<file path="src/rtl/alu_arbiter.sv">
// Round-robin arbiter sharing one clocked 16-bit ALU between two valid/ready requesters.
// Optional statistics counters are enabled with ALU_ARB_STATS_EN.
module alu_arbiter #(
    parameter int ALU_LATENCY = 1,
    parameter int CNT_W       = 16
) (
    input  logic              clk,
    input  logic              rst,
    input  logic              req0_valid,
    output logic              req0_ready,
    input  logic [3:0]        req0_opcode,
    input  logic [15:0]       req0_a,
    input  logic [15:0]       req0_b,
    input  logic              req1_valid,
    output logic              req1_ready,
    input  logic [3:0]        req1_opcode,
    input  logic [15:0]       req1_a,
    input  logic [15:0]       req1_b,
    output logic [15:0]       alu_input1,
    output logic [15:0]       alu_input2,
    output logic [3:0]        alu_opcode,
    input  logic [31:0]       alu_result,
    input  logic              alu_carry,
    output logic              rsp_valid,
    input  logic              rsp_ready,
    output logic              rsp_id,
    output logic [31:0]       rsp_result,
    output logic              rsp_carry,
    output logic              rsp_err
`ifdef ALU_ARB_STATS_EN
    ,
    output logic [CNT_W-1:0]  stat_ops0,
    output logic [CNT_W-1:0]  stat_ops1,
    output logic [CNT_W-1:0]  stat_err
`endif
);

    localparam logic [3:0] OP_DIV = 4'b1000;
    localparam logic [3:0] LAT_C  = 4'(ALU_LATENCY);

    typedef enum logic [1:0] {
        IDLE = 2'd0,
        EXEC = 2'd1,
        RESP = 2'd2
    } state_t;

    if (ALU_LATENCY < 1 || ALU_LATENCY > 15 || CNT_W < 1) begin : g_param_range_invalid
        $error("alu_arbiter: ALU_LATENCY must be 1..15 and CNT_W >= 1");
    end

    state_t      state_r;
    logic        last_grant_r;
    logic [3:0]  wait_cnt_r;

    logic        grant_valid_s;
    logic        grant_id_s;
    logic [3:0]  sel_opcode_s;
    logic [15:0] sel_a_s;
    logic [15:0] sel_b_s;
    logic        div_zero_s;

    function automatic logic is_div_zero(input logic [3:0] opcode, input logic [15:0] b);
        return (opcode == OP_DIV) && (b == 16'h0000);
    endfunction

    // Grant selection: only in IDLE, round-robin on a tie, suppressed while in reset
    always_comb begin
        grant_valid_s = 1'b0;
        grant_id_s    = 1'b0;
        if (state_r == IDLE && !rst) begin
            if (req0_valid && req1_valid) begin
                grant_valid_s = 1'b1;
                grant_id_s    = ~last_grant_r;
            end else if (req0_valid) begin
                grant_valid_s = 1'b1;
                grant_id_s    = 1'b0;
            end else if (req1_valid) begin
                grant_valid_s = 1'b1;
                grant_id_s    = 1'b1;
            end else begin
                grant_valid_s = 1'b0;
                grant_id_s    = 1'b0;
            end
        end else begin
            grant_valid_s = 1'b0;
            grant_id_s    = 1'b0;
        end
    end

    // Payload of the granted requester and divide-by-zero detection
    always_comb begin
        sel_opcode_s = req0_opcode;
        sel_a_s      = req0_a;
        sel_b_s      = req0_b;
        if (grant_id_s) begin
            sel_opcode_s = req1_opcode;
            sel_a_s      = req1_a;
            sel_b_s      = req1_b;
        end else begin
            sel_opcode_s = req0_opcode;
            sel_a_s      = req0_a;
            sel_b_s      = req0_b;
        end
        div_zero_s = is_div_zero(sel_opcode_s, sel_b_s);
    end

    assign req0_ready = grant_valid_s & ~grant_id_s;
    assign req1_ready = grant_valid_s &  grant_id_s;

    // Arbiter FSM with registered ALU drive and response channel
    always_ff @(posedge clk or posedge rst) begin
        if (rst) begin
            state_r      <= IDLE;
            last_grant_r <= 1'b1;
            wait_cnt_r   <= 4'd0;
            alu_input1   <= 16'h0000;
            alu_input2   <= 16'h0000;
            alu_opcode   <= 4'h0;
            rsp_valid    <= 1'b0;
            rsp_id       <= 1'b0;
            rsp_result   <= 32'h0000_0000;
            rsp_carry    <= 1'b0;
            rsp_err      <= 1'b0;
        end else begin
            case (state_r)
                IDLE: begin
                    if (grant_valid_s) begin
                        rsp_id       <= grant_id_s;
                        last_grant_r <= grant_id_s;
                        if (div_zero_s) begin
                            // Answered locally; the ALU never sees this operation
                            rsp_result <= 32'h0000_0000;
                            rsp_carry  <= 1'b0;
                            rsp_err    <= 1'b1;
                            rsp_valid  <= 1'b1;
                            state_r    <= RESP;
                        end else begin
                            alu_input1 <= sel_a_s;
                            alu_input2 <= sel_b_s;
                            alu_opcode <= sel_opcode_s;
                            wait_cnt_r <= LAT_C;
                            state_r    <= EXEC;
                        end
                    end else begin
                        state_r <= IDLE;
                    end
                end
                EXEC: begin
                    // Counter covers the ALU sampling edge plus ALU_LATENCY result edges
                    if (wait_cnt_r == 4'd0) begin
                        rsp_result <= alu_result;
                        rsp_carry  <= alu_carry;
                        rsp_err    <= 1'b0;
                        rsp_valid  <= 1'b1;
                        state_r    <= RESP;
                    end else begin
                        wait_cnt_r <= wait_cnt_r - 4'd1;
                    end
                end
                RESP: begin
                    if (rsp_ready) begin
                        rsp_valid <= 1'b0;
                        state_r   <= IDLE;
                    end else begin
                        state_r   <= RESP;
                    end
                end
                default: begin
                    rsp_valid <= 1'b0;
                    state_r   <= IDLE;
                end
            endcase
        end
    end

`ifdef ALU_ARB_STATS_EN
    // Per-requester grant counters and divide-by-zero interception counter
    always_ff @(posedge clk or posedge rst) begin
        if (rst) begin
            stat_ops0 <= '0;
            stat_ops1 <= '0;
            stat_err  <= '0;
        end else begin
            if (grant_valid_s && !grant_id_s) begin
                stat_ops0 <= stat_ops0 + CNT_W'(1);
            end else begin
                stat_ops0 <= stat_ops0;
            end
            if (grant_valid_s && grant_id_s) begin
                stat_ops1 <= stat_ops1 + CNT_W'(1);
            end else begin
                stat_ops1 <= stat_ops1;
            end
            if (grant_valid_s && div_zero_s) begin
                stat_err <= stat_err + CNT_W'(1);
            end else begin
                stat_err <= stat_err;
            end
        end
    end
`endif

endmodule

</file>
<file path="config.mk">
export PLATFORM = sky130hd
export DESIGN_NAME = alu_arbiter
export DESIGN_NICKNAME = d
export VERILOG_FILES = /design/src/rtl/alu_arbiter.sv
export SDC_FILE = /design/constraint.sdc
export NUM_CORES = 1
export LEC_CHECK = 0
export ABC_AREA = 1
export CELL_PAD_IN_SITES_DETAIL_PLACEMENT = 1
export CELL_PAD_IN_SITES_GLOBAL_PLACEMENT = 2
export CORE_MARGIN = 3
export CORE_UTILIZATION = 22
export CTS_CLUSTER_SIZE = 20
export DETAILED_ROUTE_END_ITERATION = 8
export PLACE_DENSITY_LB_ADDON = 0.1
export RECOVER_POWER = 100
export SETUP_SLACK_MARGIN = 0.5
export SLEW_MARGIN = 10
export SYNTH_ARGS = -nofsm -noshare
export SYNTH_HDL_FRONTEND = slang
export SYNTH_SLANG_ARGS = --single-unit
</file>
<file path="constraint.sdc">
create_clock -name clk -period 2.9 [get_ports clk]
set_input_delay 0.435 -clock clk [delete_from_list [all_inputs] [get_ports clk]]
set_output_delay 0.435 -clock clk [all_outputs]
set_load 0.01 [all_outputs]
</file>
[Yosys cells after proc, flatten, opt, wreduce, memory -nomap -nowiden]
Cells that the tools add are included.
Storage, ports and cells
  register bits: 79
  bits of input ports: 110
  logic and storage cells: 73
Cells by class
  add/sub/neg operators: 1
  equality and inequality tests: 9
  mux-type cells: 34
  bitwise logic cells: 5
  reductions and logical operators: 13
Operator list (count)
  2-to-1 mux 32 bit: 3
  one-hot mux 32 bit (2 select lines): 1
  2-to-1 mux 16 bit: 2
  zero test 16 bit: 1
  2-to-1 mux 4 bit: 4
  2-to-1 mux 1 bit: 15
  != test 2 bit, second input constant: 6
  AND reduction 4 bit: 3
  2-to-1 mux 2 bit: 4
  one-hot mux 4 bit (2 select lines): 1
  one-hot mux 2 bit (3 select lines): 1
  equality test 4 bit, second input constant: 1
  zero test 4 bit: 1
  one-hot mux 1 bit (2 select lines): 2
  subtractor 4 x 1 -> 4 bit, second input constant: 1
  logical AND 1 bit: 3
  inverter 1 bit: 3
  one-hot mux 1 bit (3 select lines): 1
  AND reduction 3 bit: 1
  AND 1 bit: 2
  equality test 2 x 1 -> 1 bit, second input constant: 1
  equality test 2 bit, second input constant: 1
  zero test 2 bit: 1
  AND reduction 2 bit: 1
  other kinds (2): 2

[Logic depth before layout (Yosys ltp)]
Gate-level depths: netlist of run 1.
  word-level depth: 10
  depth in mapped cells: 16

[Worst setup path before layout of run 1]
OpenSTA, ideal clock, no wires.
  kind: input -> register
  start point: input rst
  end point: register rsp_err
  setup time: 118 ps
  data arrival time: 2710 ps
  required time: 2782 ps
  setup slack: 73 ps
  stages: 16
  buffers on the path: 2
  cells stage by stage: inv_2 -> nand2_4 -> nor2_4 -> buf_6 -> nand2_1 -> nand2_1 -> nand2_1 -> nor2_1 -> nand2_1 -> nor2_2 -> nand3_2 -> nand2_2 -> nand2_4 -> buf_6 -> nand2_1 -> nand2_1
Between the ends
  word-level cells in the longest chain between the ends: 8
RTL lines
  from (decl): line 8  | input logic rst,
  zero test 1 bit (no line) *
  logical AND 1 bit *: line 70  | if (state_r == IDLE && !rst) begin
  2-to-1 mux 1 bit: line 70
  2-to-1 mux 16 bit or 2-to-1 mux 4 bit (tied branches): line 95  | if (grant_id_s) begin
  zero test 16 bit or equality test 4 bit (tied branches): line 63  | return (opcode == OP_DIV) && (b == 16'h0000);
  logical AND 1 bit: line 63
  != test 2 bit (no line)
  AND reduction 4 bit (no line) *
  to (signal assigned): line 123  | rsp_err <= 1'b0;
  to (signal assigned): line 134  | rsp_err <= 1'b1;
  to (signal assigned): line 153  | rsp_err <= 1'b0;
  to (decl): line 29  | output logic rsp_err
Every way passes the cells marked *; elsewhere a longest branch is shown, timed or not.
A chain may end at the register's enable or synchronous reset.

[Worst setup path after layout of run 1]
  start point: register state_r[1]
  end point: output req1_ready
Between the ends
  word-level cells in the longest chain between the ends: 4
RTL lines
  from (decl): line 51  | state_t state_r;
  from (signal assigned): line 113  | state_r <= IDLE;
  from (signal assigned): line 136  | state_r <= RESP;
  from (signal assigned): line 142  | state_r <= EXEC;
  zero test 2 bit *: line 70
  logical AND 1 bit *: line 70
  2-to-1 mux 1 bit: line 70
  AND 1 bit *: line 108  | assign req1_ready = grant_valid_s & grant_id_s;
  to (decl): line 15  | output logic req1_ready,
Marks and branches as above.

==> results of run 1 <==
-- timing repair --
action,in CTS,in global routing
pin swaps,1,9
gates cloned,0,8
buffers inserted,1,9
endpoints found under the hold margin,0,0
gates resized for setup,7,37
endpoints found under the setup margin,36,72
-- synthesized netlist by cell type --
library cell | count | area (µm²)
inv_2 | 2 | 7.51
a21oi_1 | 2 | 10.0
nand2_1 | 233 | 875
clkbuf_1 | 4 | 15.0
nand3_1 | 16 | 80.1
xnor2_1 | 1 | 8.76
a31oi_1 | 1 | 6.26
mux2i_1 | 16 | 160
nand2_4 | 2 | 22.5
ha_1 | 2 | 25.0
o21bai_1 | 4 | 30.0
dfstp_2 | 1 | 26.3
o21ai_1 | 15 | 75.1
buf_4 | 5 | 37.5
or2_2 | 3 | 18.8
o21ai_0 | 22 | 110
nor2_2 | 1 | 6.26
nand3_2 | 1 | 10.0
inv_1 | 28 | 105
nor2_4 | 3 | 33.8
buf_2 | 5 | 25.0
dfrtp_1 | 78 | 1950
buf_6 | 5 | 56.3
nand2_2 | 4 | 25.0
nor3_1 | 2 | 10.0
nor2_1 | 19 | 71.3
-- final cells by class --
cell class / count / share of cell area
clock inverters: 6 / 0.0167
well taps: 220 / 0.0421
repair buffers: 206 / 0.320
inverters: 30 / 0.0174
flip-flops and latches: 79 / 0.303
multi-input cells: 353 / 0.266
clock buffers: 10 / 0.0350
-- metrics by stage --
stage	utilization	setup slack (ns)	hold slack, ns	cells	total power [mW]
global route	0.390	0.294	0.494	904	6.52
CTS	0.373	0.504	0.473	887	5.99
floorplan	-	0.633	0.390	475	3.20
global placement	0.351	0.108	0.452	870	4.55
finish	0.390	0.444	0.464	904	6.02
detailed placement	0.351	0.0303	0.458	870	4.61
-- power by group --
part	leakage, nW	total (mW)	internal (mW)	switching [mW]
sequential	0.994	1.84	1.59	0.244
clock	0.166	1.31	0.840	0.468
combinational	2.02	2.88	1.29	1.58
total	3.18	6.02	3.73	2.30
-- cell families after synthesis --
kind of cell | count (synthesis)
AND/OR/NAND/NOR | 284
multiplexers | 16
XOR/XNOR | 1
adder cells (fa/ha/maj) | 2
flip-flops | 79
buffers and inverters | 49
AO/OA/AOI/OAI | 44
-- worst max-delay path by stage --
| stage | from | end | cells past startpoint |
|---|---|---|---|
| global route | state_r[1]$_DFFE_PP0P_ | rsp_result[2]$_DFFE_PP0P_ | 15 |
| CTS | req0_valid | rsp_result[2]$_DFFE_PP0P_ | 16 |
| detailed placement | req0_valid | rsp_result[2]$_DFFE_PP0P_ | 16 |
| finish | state_r[1]$_DFFE_PP0P_ | req1_ready | 7 |
| global placement | rst | rsp_result[14]$_DFFE_PP0P_ | 11 |
| floorplan | rst | rsp_err$_DFFE_PP0P_ | 16 |
-- worst max-delay path, delay by kind of cell (launching register included) --
| kind | cells | cell delay (ns) |
|---|---|---|
| buffers and inverters | 4 | 0.70 |
| and+or+nand+nor | 3 | 0.56 |
| DFF | 1 | 0.43 |
-- sequential cells by signal (all words and copies together) (netlist names) --
signal / count
rsp_result: 32
rsp_err: 1
wait_cnt_r: 4
rsp_valid: 1
rsp_id: 1
state_r: 2
alu_input1: 16
rsp_carry: 1
last_grant_r: 1
alu_opcode: 4
alu_input2: 16
-- routing by layer --
metal	vias to the layer above	track usage	routed length [µm]
li1	1894	-	-
met5	-	0	0
met1	1829	0.180	6300
met4	0	0.0449	199
met2	107	0.226	6630
met3	11	0.0362	844
==> impl_summary.log, run 1 <==
[metrics] Register-to-Register Setup Slack: approximately 0.50 ns
[metrics] capturing element type of the critical path: output port
[metrics] Max IR drop VDD: about 350 µV
[metrics] max_cap viols: 0
[metrics] width of the chip: 137 µm
[metrics] die footprint: 18900 µm²
[metrics] element type at the critical path start: flip-flop
[metrics] depth of the most critical reg-to-reg path: 14
[metrics] Routed WL per cell: 15.5 µm
[metrics] Sinks on Clock Net: slightly below 80
[metrics] number of failing setup endpoints in the final timing report: 0
[metrics] slew margin rel.: 0.273
[metrics] total I/O pin count: 184
[metrics] total nets after synthesis: 587
[metrics] crit share post-route: 0.847
[metrics] # port buffers: 183
[metrics] main combinational cell family by area after synthesis: simple AND/OR/NAND/NOR gates
[metrics] H-tree depth reported by CTS: 3
[metrics] final RePlAce weighted congestion: 0.725
[metrics] reg-to-reg endpoint: rsp_result[0]$_DFFE_PP0P_
[metrics] netlist area before placement: 3800 µm²
[metrics] launch instance of the worst min-delay path: rsp_result[4]$_DFFE_PP0P_
[metrics] Slew @ Worst Pin: 1.09 ns
[metrics] Worst Hold End: rsp_result[4]$_DFFE_PP0P_
[metrics] CTS Buffer Depth: 2
[metrics] initial cell density of the core: 0.227
[metrics] leading cell type in the layout, fill and taps excluded: nand2_1
[metrics] arrival time reported for the critical path endpoint: 2.02 ns
[metrics] warning count from the yosys run: 0
[metrics] cell with the largest stage delay on the worst path: dfrtp_2
[metrics] antenna viol nets, final: 0
[metrics] type of the tightest min-delay check: flip-flop to flip-flop
[metrics] half-perimeter wire length after detailed placement: 10000 µm
[metrics] number of hold-slack violations in the final timing report: 0
[metrics] mean post-synth cell area: 8.01 µm²
[metrics] FF+latch area: 1980 µm²
[metrics] height of the chip: 137 µm
[metrics] number of buffers inserted by hold repair at cts: 0
[metrics] xor-xnor portion of the synthesized cell area: 0.00230
[metrics] routed vias: between 3k and 4k
[metrics] synthesis-stage register bit count: 79
[metrics] largest net degree at the start of global routing: 80
[metrics] antenna diode instance count: 0
[metrics] remaining design rule violation count: 0
[metrics] GRT Total Usage: 0.139
[metrics] longest individual stage delay on the worst path: about 0.43 ns
[metrics] maximum net fanout on the critical path: 17
[metrics] unique cell type count in the Yosys netlist: 26
[metrics] final net count: 791
[metrics] fin area: 6530 µm²
[metrics] routed wire length: ~14000 µm
[metrics] fraction of the mapped netlist area in simple logic gates: 0.303
[metrics] number of rows created at floorplan: 47
[metrics] insertion delay of the later-clocked pin in the worst-skew pair: roughly 0.34 ns
[metrics] wire length of the first global-routing pass: 20100 µm
[metrics] First DRT Iteration DRCs: 118
[metrics] cell depth of the worst min-delay path: 2
[metrics] run status: complete, no violations
[metrics] classification of the worst setup path: flip-flop to output port
[metrics] portion of netlist area occupied by mux cells: 0.0421
[metrics] via count of the first global-routing pass: 3932
[metrics] sequential area share after synthesis: 0.520
[metrics] CTS Root Buffer Type: clkbuf_16
[metrics] Final Max Tran Viols: 0
[metrics] highest clock rate: 407 MHz
[metrics] number of antenna violations at the first check in global routing: 0
[metrics] total cell area at the placement stage: 5890 µm²
[metrics] synthesized-area fraction occupied by ao, oa, aoi and oai cells: 0.0609
[metrics] RSZ-0062 raised after global routing: yes
[metrics] most used cell, CP: buf_12
[metrics] Power Density: about 900 nW/µm²
[metrics] post-synthesis adder-cell area fraction: 0.00658
[metrics] count of filler cells inserted in the layout: ~1.9k
[metrics] worst-path cell chain: nor2_1 > nand2_4 > nor2_4 > buf_12 > buf_12 > buf_12 > dlygate4sd2_1
[metrics] clock skew after layout: around 0.0052 ns
[metrics] CP required: 2.47 ns
[metrics] leakage dissipation: 3.18 nW
[metrics] accumulated negative setup slack: 0 ns
[metrics] synthesized instance count: 475
[metrics] clock slew at reported path FFs: roughly 0.06 ns
[metrics] area taken by multi-input logic gates: 1740 µm²
[metrics] ratio of routed vias to standard cells: between 4 and 5
[metrics] highest-count cells in the layout ignoring fill and taps: nand2_1, clkdlybuf4s50_1, dfrtp_1, dlygate4sd3_1, o21ai_0
[metrics] core region area: between 15000 and 20000 µm²
[metrics] reg-to-reg critical path startpoint: state_r[1]$_DFFE_PP0P_
[metrics] overflow left after global routing: 0
[metrics] DR pass1 iterations: 4
[metrics] area overhead of the layout relative to synthesis: 71.8%
[metrics] TritonCTS buffer count: 9
[metrics] share of final-layout standard cells stronger than drive strength 1: 0.105
[metrics] TritonCTS clock tree: done
[metrics] min cycle time layout: 2.46 ns
Power figures use the tool's default switching activity.
==> run 2, diff against run 1 <==
CORE_UTILIZATION = 20   (was 22)
clock period = 2.2 ns   (was 2.9 ns; I/O delays follow)
==> run 2 against run 1 <==
Against the previous run:
- the run now ends with negative setup slack left
- register-to-register slack worse by 0.56 ns
- critical path depth grew 10
- non-clock buffer count grew 40
- global-route usage decreased by 0.85 points
- combinational power increased by 74%
- routed wire length up 13%
==> impl_summary.log, run 2 (synthesis results as in run 1) <==
[metrics] CTS Root Buffer Type: clkbuf_16
[metrics] leading cell type in the layout, fill and taps excluded: clkdlybuf4s50_1
[metrics] Max IR drop VDD: 454 µV
[metrics] final RePlAce weighted congestion: 0.729
[metrics] min cycle time layout: between 2 and 2.5 ns
[metrics] Internal Pwr Total: roughly 5.3 mW
[metrics] crit share post-route: 1.03
[metrics] part of the total power dissipated in the clock network: 0.151
[metrics] CP required: between 2 and 2.5 ns
[metrics] capturing element type of the critical path: flip-flop
[metrics] Power Density: 1210 nW/µm²
[metrics] post-layout total power: 8.94 mW
[metrics] overflow left after global routing: 0
[metrics] element type at the critical path start: primary input
[metrics] routed wire length: 15800 µm
[metrics] Slew @ Worst Pin: 0.847 ns
[metrics] FF+latch area: a little under 2000 µm²
[metrics] leakage dissipation: 3.37 nW
[metrics] First DRT Iteration DRCs: 62
[metrics] RSZ-0062 raised after global routing: yes
[metrics] max FFs per register: 32
[metrics] number of hold-slack violations in the final timing report: 0
[metrics] share of final-layout standard cells stronger than drive strength 1: 0.325
[metrics] half-perimeter wire length after detailed placement: 10500 µm
[metrics] slew margin rel.: 0.435
[metrics] count of filler cells inserted in the layout: 2107
[metrics] DR pass1 iterations: 4
[metrics] net switching power figure: 3.60 mW
[metrics] maximum net fanout on the critical path: 8
[metrics] antenna diode instance count: 0
[metrics] area taken by multi-input logic gates: 2250 µm²
[metrics] # port buffers: 183
[metrics] number of failing setup endpoints in the final timing report: 41
[metrics] Post-Place Cells: 909
[metrics] classification of the worst setup path: primary input to flip-flop
[metrics] largest net degree at the start of global routing: 69
[metrics] type of the tightest min-delay check: flip-flop to flip-flop
[metrics] Register-to-Register Setup Slack: -0.06 ns
[metrics] Reg power frac: 0.289
[metrics] initial cell density of the core: 0.207
[metrics] total I/O pin count: approximately 180
[metrics] TritonCTS clock tree: done
[metrics] wire length of the first global-routing pass: 21300 µm
[metrics] height of the chip: 144 µm
[metrics] core region area: 18300 µm²
[metrics] clock slew at reported path FFs: 0.06 ns
[metrics] highest clock rate: 441 MHz
[metrics] Reg with most FFs: rsp_result
[metrics] die footprint: 20700 µm²
[metrics] final net count: 832
[metrics] run status: complete, but fails checks
[metrics] TritonCTS buffer count: 9
[metrics] worst slack after detailed placement: -0.404 ns
[metrics] arrival time reported for the critical path endpoint: approximately 2.5 ns
[metrics] share of total power consumed by net switching: 0.402
[metrics] non-filler instance count after layout: 953
[metrics] part of the power in combinational logic: 0.559
[metrics] registers with the highest flip-flop counts: rsp_result (32), alu_input1 (16), alu_input2 (16)
[metrics] accumulated negative setup slack: -1.42 ns
[metrics] number of antenna violations at the first check in global routing: 0
[metrics] ratio of routed vias to standard cells: 4.29
[metrics] clock skew after layout: roughly 0.0081 ns
[metrics] H-tree depth reported by CTS: 3
[metrics] via count of the first global-routing pass: between 4k and 5k
[metrics] GRT Total Usage: 0.130
[metrics] number of rows created at floorplan: 49
[metrics] final cell utilization of the core: 0.405
[metrics] remaining design rule violation count: 0
[metrics] antenna viol nets, final: 0
[metrics] insertion delay of the later-clocked pin in the worst-skew pair: approximately 0.33 ns
[metrics] Final Max Tran Viols: 0
[metrics] smallest setup slack after layout: -0.0693 ns
[metrics] width of the chip: 144 µm
[metrics] routed vias: 4091
[metrics] max_cap viols: 0
[metrics] highest-count cells in the layout ignoring fill and taps: clkdlybuf4s50_1, nand2_1, dfrtp_1, nand2_2, buf_4
[metrics] Sinks on Clock Net: 79
[metrics] violations in the final reports: negative setup slack
[metrics] Routed WL per cell: 16.5 µm
[metrics] CTS Buffer Depth: 2
[metrics] area overhead of the layout relative to synthesis: 95.0%
## run 2: cell types whose count changed in the layout (fill, tap and decap cells not counted), moves of 11 or more
cell             before  now
nand2_2               7   76
o21ai_2               1   18
o21ai_0              32    3
buf_6                 1   13
o21ai_1               4   15
nand2_1             229  143
dlygate4sd3_1        72    0
clkdlybuf4s50_1     106  180
nand2_4               3   18
buf_4                15   38
## run 2: path summary, 6_finish.rpt
path / startpoint / end / cells after the start
worst max-delay path: rst / rsp_result[15]$_DFFE_PP0P_ / 17
worst min-delay path: rsp_err$_DFFE_PP0P_ / rsp_err$_DFFE_PP0P_ / 2
worst max register to register: state_r[0]$_DFFE_PP0P_ / rsp_result[15]$_DFFE_PP0P_ / 15
worst min register to register: rsp_err$_DFFE_PP0P_ / rsp_err$_DFFE_PP0P_ / 2
max in group asynchronous: rst / state_r[1]$_DFFE_PP0P_ / 5
min in group asynchronous: rst / rsp_id$_DFFE_PP0P_ / 4
## run 2: layer usage
metal / track usage / up-vias / wire [µm]
li1: - / 1977 / -
met1: 0.163 / 2002 / 6820
met2: 0.226 / 103 / 7960
met3: 0.0309 / 9 / 821
met4: 0.0322 / 0 / 160
met5: 0 / - / 0
## run 2: power by group through the flow
stage / clock network (mW) / logic (mW) / registers (mW)
2_1_floorplan: 0 / 1.57 / 2.72
3_5_place_dp: 0 / 3.83 / 2.50
3_3_place_gp: 0 / 3.76 / 2.47
5_1_grt: 1.49 / 5.44 / 2.67
6_report: 1.35 / 5.00 / 2.59
4_1_cts: 1.43 / 3.95 / 2.48
## run 2: stage by stage
step	instance area [µm²]	hold slack, ns
floorplan	3880	0.159
global placement	6170	0.454
detailed placement	6170	0.465
CTS	6510	0.449
global route	7420	0.506
finish	7420	0.471
## run 2: critical path, stage by stage
cell             delay (ns)
clkdlybuf4s50_1        0.41
buf_6                  0.15
inv_16                 0.05
nand2_4                0.06
nor2_4                 0.20
buf_12                 0.15
nand2_1                0.05
nand2_1                0.11
nand2_2                0.06
nor2_2                 0.10
nand2_1                0.11
nor2_4                 0.13
nand3_4                0.11
nand2_8                0.18
nand2_8                0.13
nand2_2                0.09
nand2_1                0.05
## run 2: area by class of cell
| type | instances | share of cell area |
|---|---|---|
| clock buffer | 9 | 0.0304 |
| clock inverter | 6 | 0.00489 |
| inverter | 30 | 0.0174 |
| multi-input combinational | 354 | 0.303 |
| sequential | 79 | 0.267 |
| tap | 229 | 0.0386 |
| timing repair buffer | 246 | 0.339 |
## run 2: what timing repair did
| action | in CTS | in global routing |
|---|---|---|
| setup buffers | 5 | 8 |
| pin swaps | 0 | 30 |
| setup endpoints to repair | 129 | 147 |
| hold buffers | 0 | 0 |
| cloned | 0 | 16 |
| gates resized for setup | 16 | 174 |
==> run 3, diff against run 2 <==
ABC_AREA = 0   (was 1)
CORE_UTILIZATION = 21   (was 20)
SETUP_SLACK_MARGIN = 0.2   (was 0.5)
==> run 3 against run 2 <==
Against the previous run:
- the run now ends clean
- largest power group unchanged
- total power fell by 14%
- flip-flop and latch count unchanged
- critical endpoint is now alu_opcode[1]$_DFFE_PP0P_
- count of clock-buffer cells in the layout is 1 higher
- highest routed layer unchanged
==> impl_summary.log, run 3 <==
[metrics] number of hold-slack violations in the final timing report: 0
[metrics] total I/O pin count: 184
[metrics] element type at the critical path start: flip-flop
[metrics] antenna diode instance count: 0
[metrics] net switching power figure: 2.62 mW
[metrics] TritonCTS clock tree: done
[metrics] synthesized instance count: 357
[metrics] height of the chip: 138 µm
[metrics] Power Density: 1160 nW/µm²
[metrics] Register-to-Register Setup Slack: 0.15 ns
[metrics] async set-or-reset flop fraction in the synthesized netlist: 1.00
[metrics] width of the chip: 138 µm
[metrics] number of enable flip-flop cells after synthesis: 0
[metrics] Slew @ Worst Pin: roughly 0.86 ns
[metrics] clock slew at reported path FFs: 0.06 ns
[metrics] leakage dissipation: 2.98 nW
[metrics] final net count: just under 700
[metrics] ratio of routed vias to standard cells: ~4.3
[metrics] most numerous cell in the Yosys netlist: nand2_1
[metrics] max_cap viols: 0
[metrics] mean post-synth cell area: 10.3 µm²
[metrics] share of final-layout standard cells stronger than drive strength 1: 0.212
[metrics] via count of the first global-routing pass: 3806
[metrics] RSZ-0062 raised after global routing: yes
[metrics] post-layout total power: roughly 7.7 mW
[metrics] max FFs per register: 32
[metrics] final RePlAce weighted congestion: 0.785
[metrics] number of rows created at floorplan: 47
[metrics] netlist area before placement: 3680 µm²
[metrics] part of the total power dissipated in the clock network: 0.202
[metrics] Internal Pwr Total: 5.09 mW
[metrics] post-synth top area share: 0.531
[metrics] Reg with most FFs: rsp_result
[metrics] initial cell density of the core: 0.218
[metrics] count of filler cells inserted in the layout: 1887
[metrics] reg-to-reg endpoint: alu_opcode[1]$_DFFE_PP0P_
[metrics] type of the tightest min-delay check: primary input to asynchronous set/reset pin
[metrics] Routed WL per cell: 17.2 µm
[metrics] remaining design rule violation count: 0
[metrics] worst-path cell chain: a21boi_2 > buf_4 > nand4_1 > a2bb2o_4 > buf_6 > nor2_4 > buf_12 > clkbuf_16 > mux2_1
[metrics] arrival time reported for the critical path endpoint: 2.26 ns
[metrics] registers with the highest flip-flop counts: rsp_result (32), alu_input1 (16), alu_input2 (16)
[metrics] most numerous cell types in the synthesized netlist: nand2_1, dfrtp_1, mux2_2
[metrics] classification of the worst setup path: flip-flop to flip-flop
[metrics] capturing element type of the critical path: flip-flop
[metrics] CTS Buffer Depth: 2
[metrics] TritonCTS buffer count: 9
[metrics] Post-Place Cells: 768
[metrics] routed wire length: roughly 14000 µm
[metrics] crit share post-route: 0.931
[metrics] reg-to-reg critical path startpoint: last_grant_r$_DFFE_PP1P_
[metrics] insertion delay of the later-clocked pin in the worst-skew pair: 0.35 ns
[metrics] number of buffers inserted by hold repair at cts: 0
[metrics] min cycle time layout: 2.05 ns
[metrics] total nets after synthesis: 469
[metrics] highest-count cells in the layout ignoring fill and taps: nand2_1, clkdlybuf4s50_1, dfrtp_1, dlygate4sd3_1, mux2_2
[metrics] fin area: 6670 µm²
[metrics] depth of the most critical reg-to-reg path: 9
[metrics] leading cell type in the layout, fill and taps excluded: nand2_1
[metrics] DR pass1 iterations: 4
[metrics] overflow left after global routing: 0
[metrics] area overhead of the layout relative to synthesis: 81.4%
[metrics] Final Max Tran Viols: 0
[metrics] slew margin rel.: 0.427
[metrics] half-perimeter wire length after detailed placement: 9510 µm
[metrics] GRT Total Usage: 0.142
[metrics] First DRT Iteration DRCs: 79
[metrics] largest net degree at the start of global routing: 35
[metrics] longest individual stage delay on the worst path: 0.53 ns
[metrics] # port buffers: roughly 180
[metrics] wire length of the first global-routing pass: 21700 µm
[metrics] hold slack final: 0.350 ns
[metrics] Sinks on Clock Net: between 70 and 80
[metrics] part of the power in combinational logic: 0.467
[metrics] Max IR drop VDD: 448 µV
[metrics] top flip-flop cell by instance count after synthesis: dfrtp_1
[metrics] non-filler instance count after layout: about 800
[metrics] routed vias: about 3.4k
[metrics] dominant cell type by area after synthesis: dfrtp_1
[metrics] core region area: 16900 µm²
[metrics] run status: complete, no violations
[metrics] number of failing setup endpoints in the final timing report: 0
[metrics] die footprint: roughly 19000 µm²
[metrics] H-tree depth reported by CTS: 3
[metrics] sequential area share after synthesis: 0.538
[metrics] cell with the largest stage delay on the worst path: dfstp_1
[metrics] unique cell type count in the Yosys netlist: 37
[metrics] share of total power consumed by net switching: 0.340
[metrics] highest clock rate: 488 MHz
[metrics] warning count from the yosys run: 0
[metrics] number of antenna violations at the first check in global routing: 0
[metrics] CTS Root Buffer Type: clkbuf_16
[metrics] total cell area at the placement stage: between 5000 and 6000 µm²
[metrics] maximum net fanout on the critical path: 8
[metrics] largest cells by area after synthesis: dfrtp_1, mux2_2, nand2_1
[metrics] Reg power frac: 0.331
[metrics] CP required: between 2 and 2.5 ns
[metrics] synthesis-stage register bit count: 79
[metrics] clock skew after layout: 0.0128 ns
[metrics] antenna viol nets, final: 0
run 3: kinds of logic (layout without fill, tap and decap cells):
kind of cell / count (synthesis) / after routing / synth area share
simple gates: 151 / 151 / 0.173
flops: 79 / 79 / 0.538
mux: 57 / 57 / 0.182
compound gates: 43 / 43 / 0.0657
buf+inv: 23 / 245 / 0.0299
fa+ha+maj: 2 / 2 / 0.00680
xor+xnor: 2 / 2 / 0.00476
run 3: metal layers:
metal / wire length (µm) / global-route usage / up-vias
met5: 0 / 0 / -
met2: 6810 / 0.234 / 90
met4: 115 / 0.0458 / 0
met1: 6090 / 0.182 / 1681
li1: - / - / 1644
met3: 735 / 0.0380 / 8
run 3: area by class of cell:
class	instances	area [µm²]	area share
Clock buffer	10	239	0.0358
Clock inverter	6	67.6	0.0101
Timing Repair Buffer	225	2350	0.352
Tap cell	220	275	0.0413
Multi-Input combinational cell	255	1740	0.261
Sequential cell	79	1980	0.297
Inverter	4	16.3	0.00244
run 3: worst max path at each step:
stage / to / startpoint / cells past startpoint / slack [ns]
final: alu_opcode[1]$_DFFE_PP0P_ / last_grant_r$_DFFE_PP1P_ / 9 / 0.15
after global routing: rsp_result[9]$_DFFE_PP0P_ / wait_cnt_r[0]$_DFFE_PP0P_ / 7 / 0.08
after CTS: alu_input2[14]$_DFFE_PP0P_ / req1_valid / 9 / 0.15
after detailed placement: rsp_result[5]$_DFFE_PP0P_ / req1_b[13] / 7 / -0.32
after global placement: rsp_result[10]$_DFFE_PP0P_ / req1_b[2] / 8 / -0.27
after floorplan: alu_input1[12]$_DFFE_PP0P_ / req0_b[13] / 7 / 0.24
run 3: power groups by stage:
| stage | registers, mW | clock network [mW] | logic (mW) |
|---|---|---|---|
| after global routing | 2.67 | 1.68 | 3.96 |
| after floorplan | 2.89 | 0 | 1.34 |
| after global placement | 2.60 | 0 | 3.73 |
| after CTS | 2.60 | 1.62 | 3.82 |
| after detailed placement | 2.61 | 0 | 3.81 |
| final | 2.55 | 1.56 | 3.60 |
run 3: stage by stage:
stage          worst slack [ns]  utilization  setup TNS (ns)
2_1_floorplan             0.235            -               0
3_3_place_gp             -0.265        0.355          -17.27
3_5_place_dp             -0.318        0.355          -19.60
4_1_cts                   0.148        0.384               0
5_1_grt                  0.0750        0.395               0
6_report                  0.152        0.395               0
run 3: timing repair:
item	4_1_cts	5_1_grt
setup buffers	4	4
endpoints found under the hold margin	0	0
gates resized for setup	32	41
pin swaps	0	11
cloned	3	4
setup endpoints to repair	74	65
run 3: worst max-delay path, delay by kind of cell, from the launching register on:
family / cells / cell delay (ns)
buf+inv: 4 / 0.57
flops: 1 / 0.53
mux: 1 / 0.32
compound gates: 2 / 0.28
simple gates: 2 / 0.22
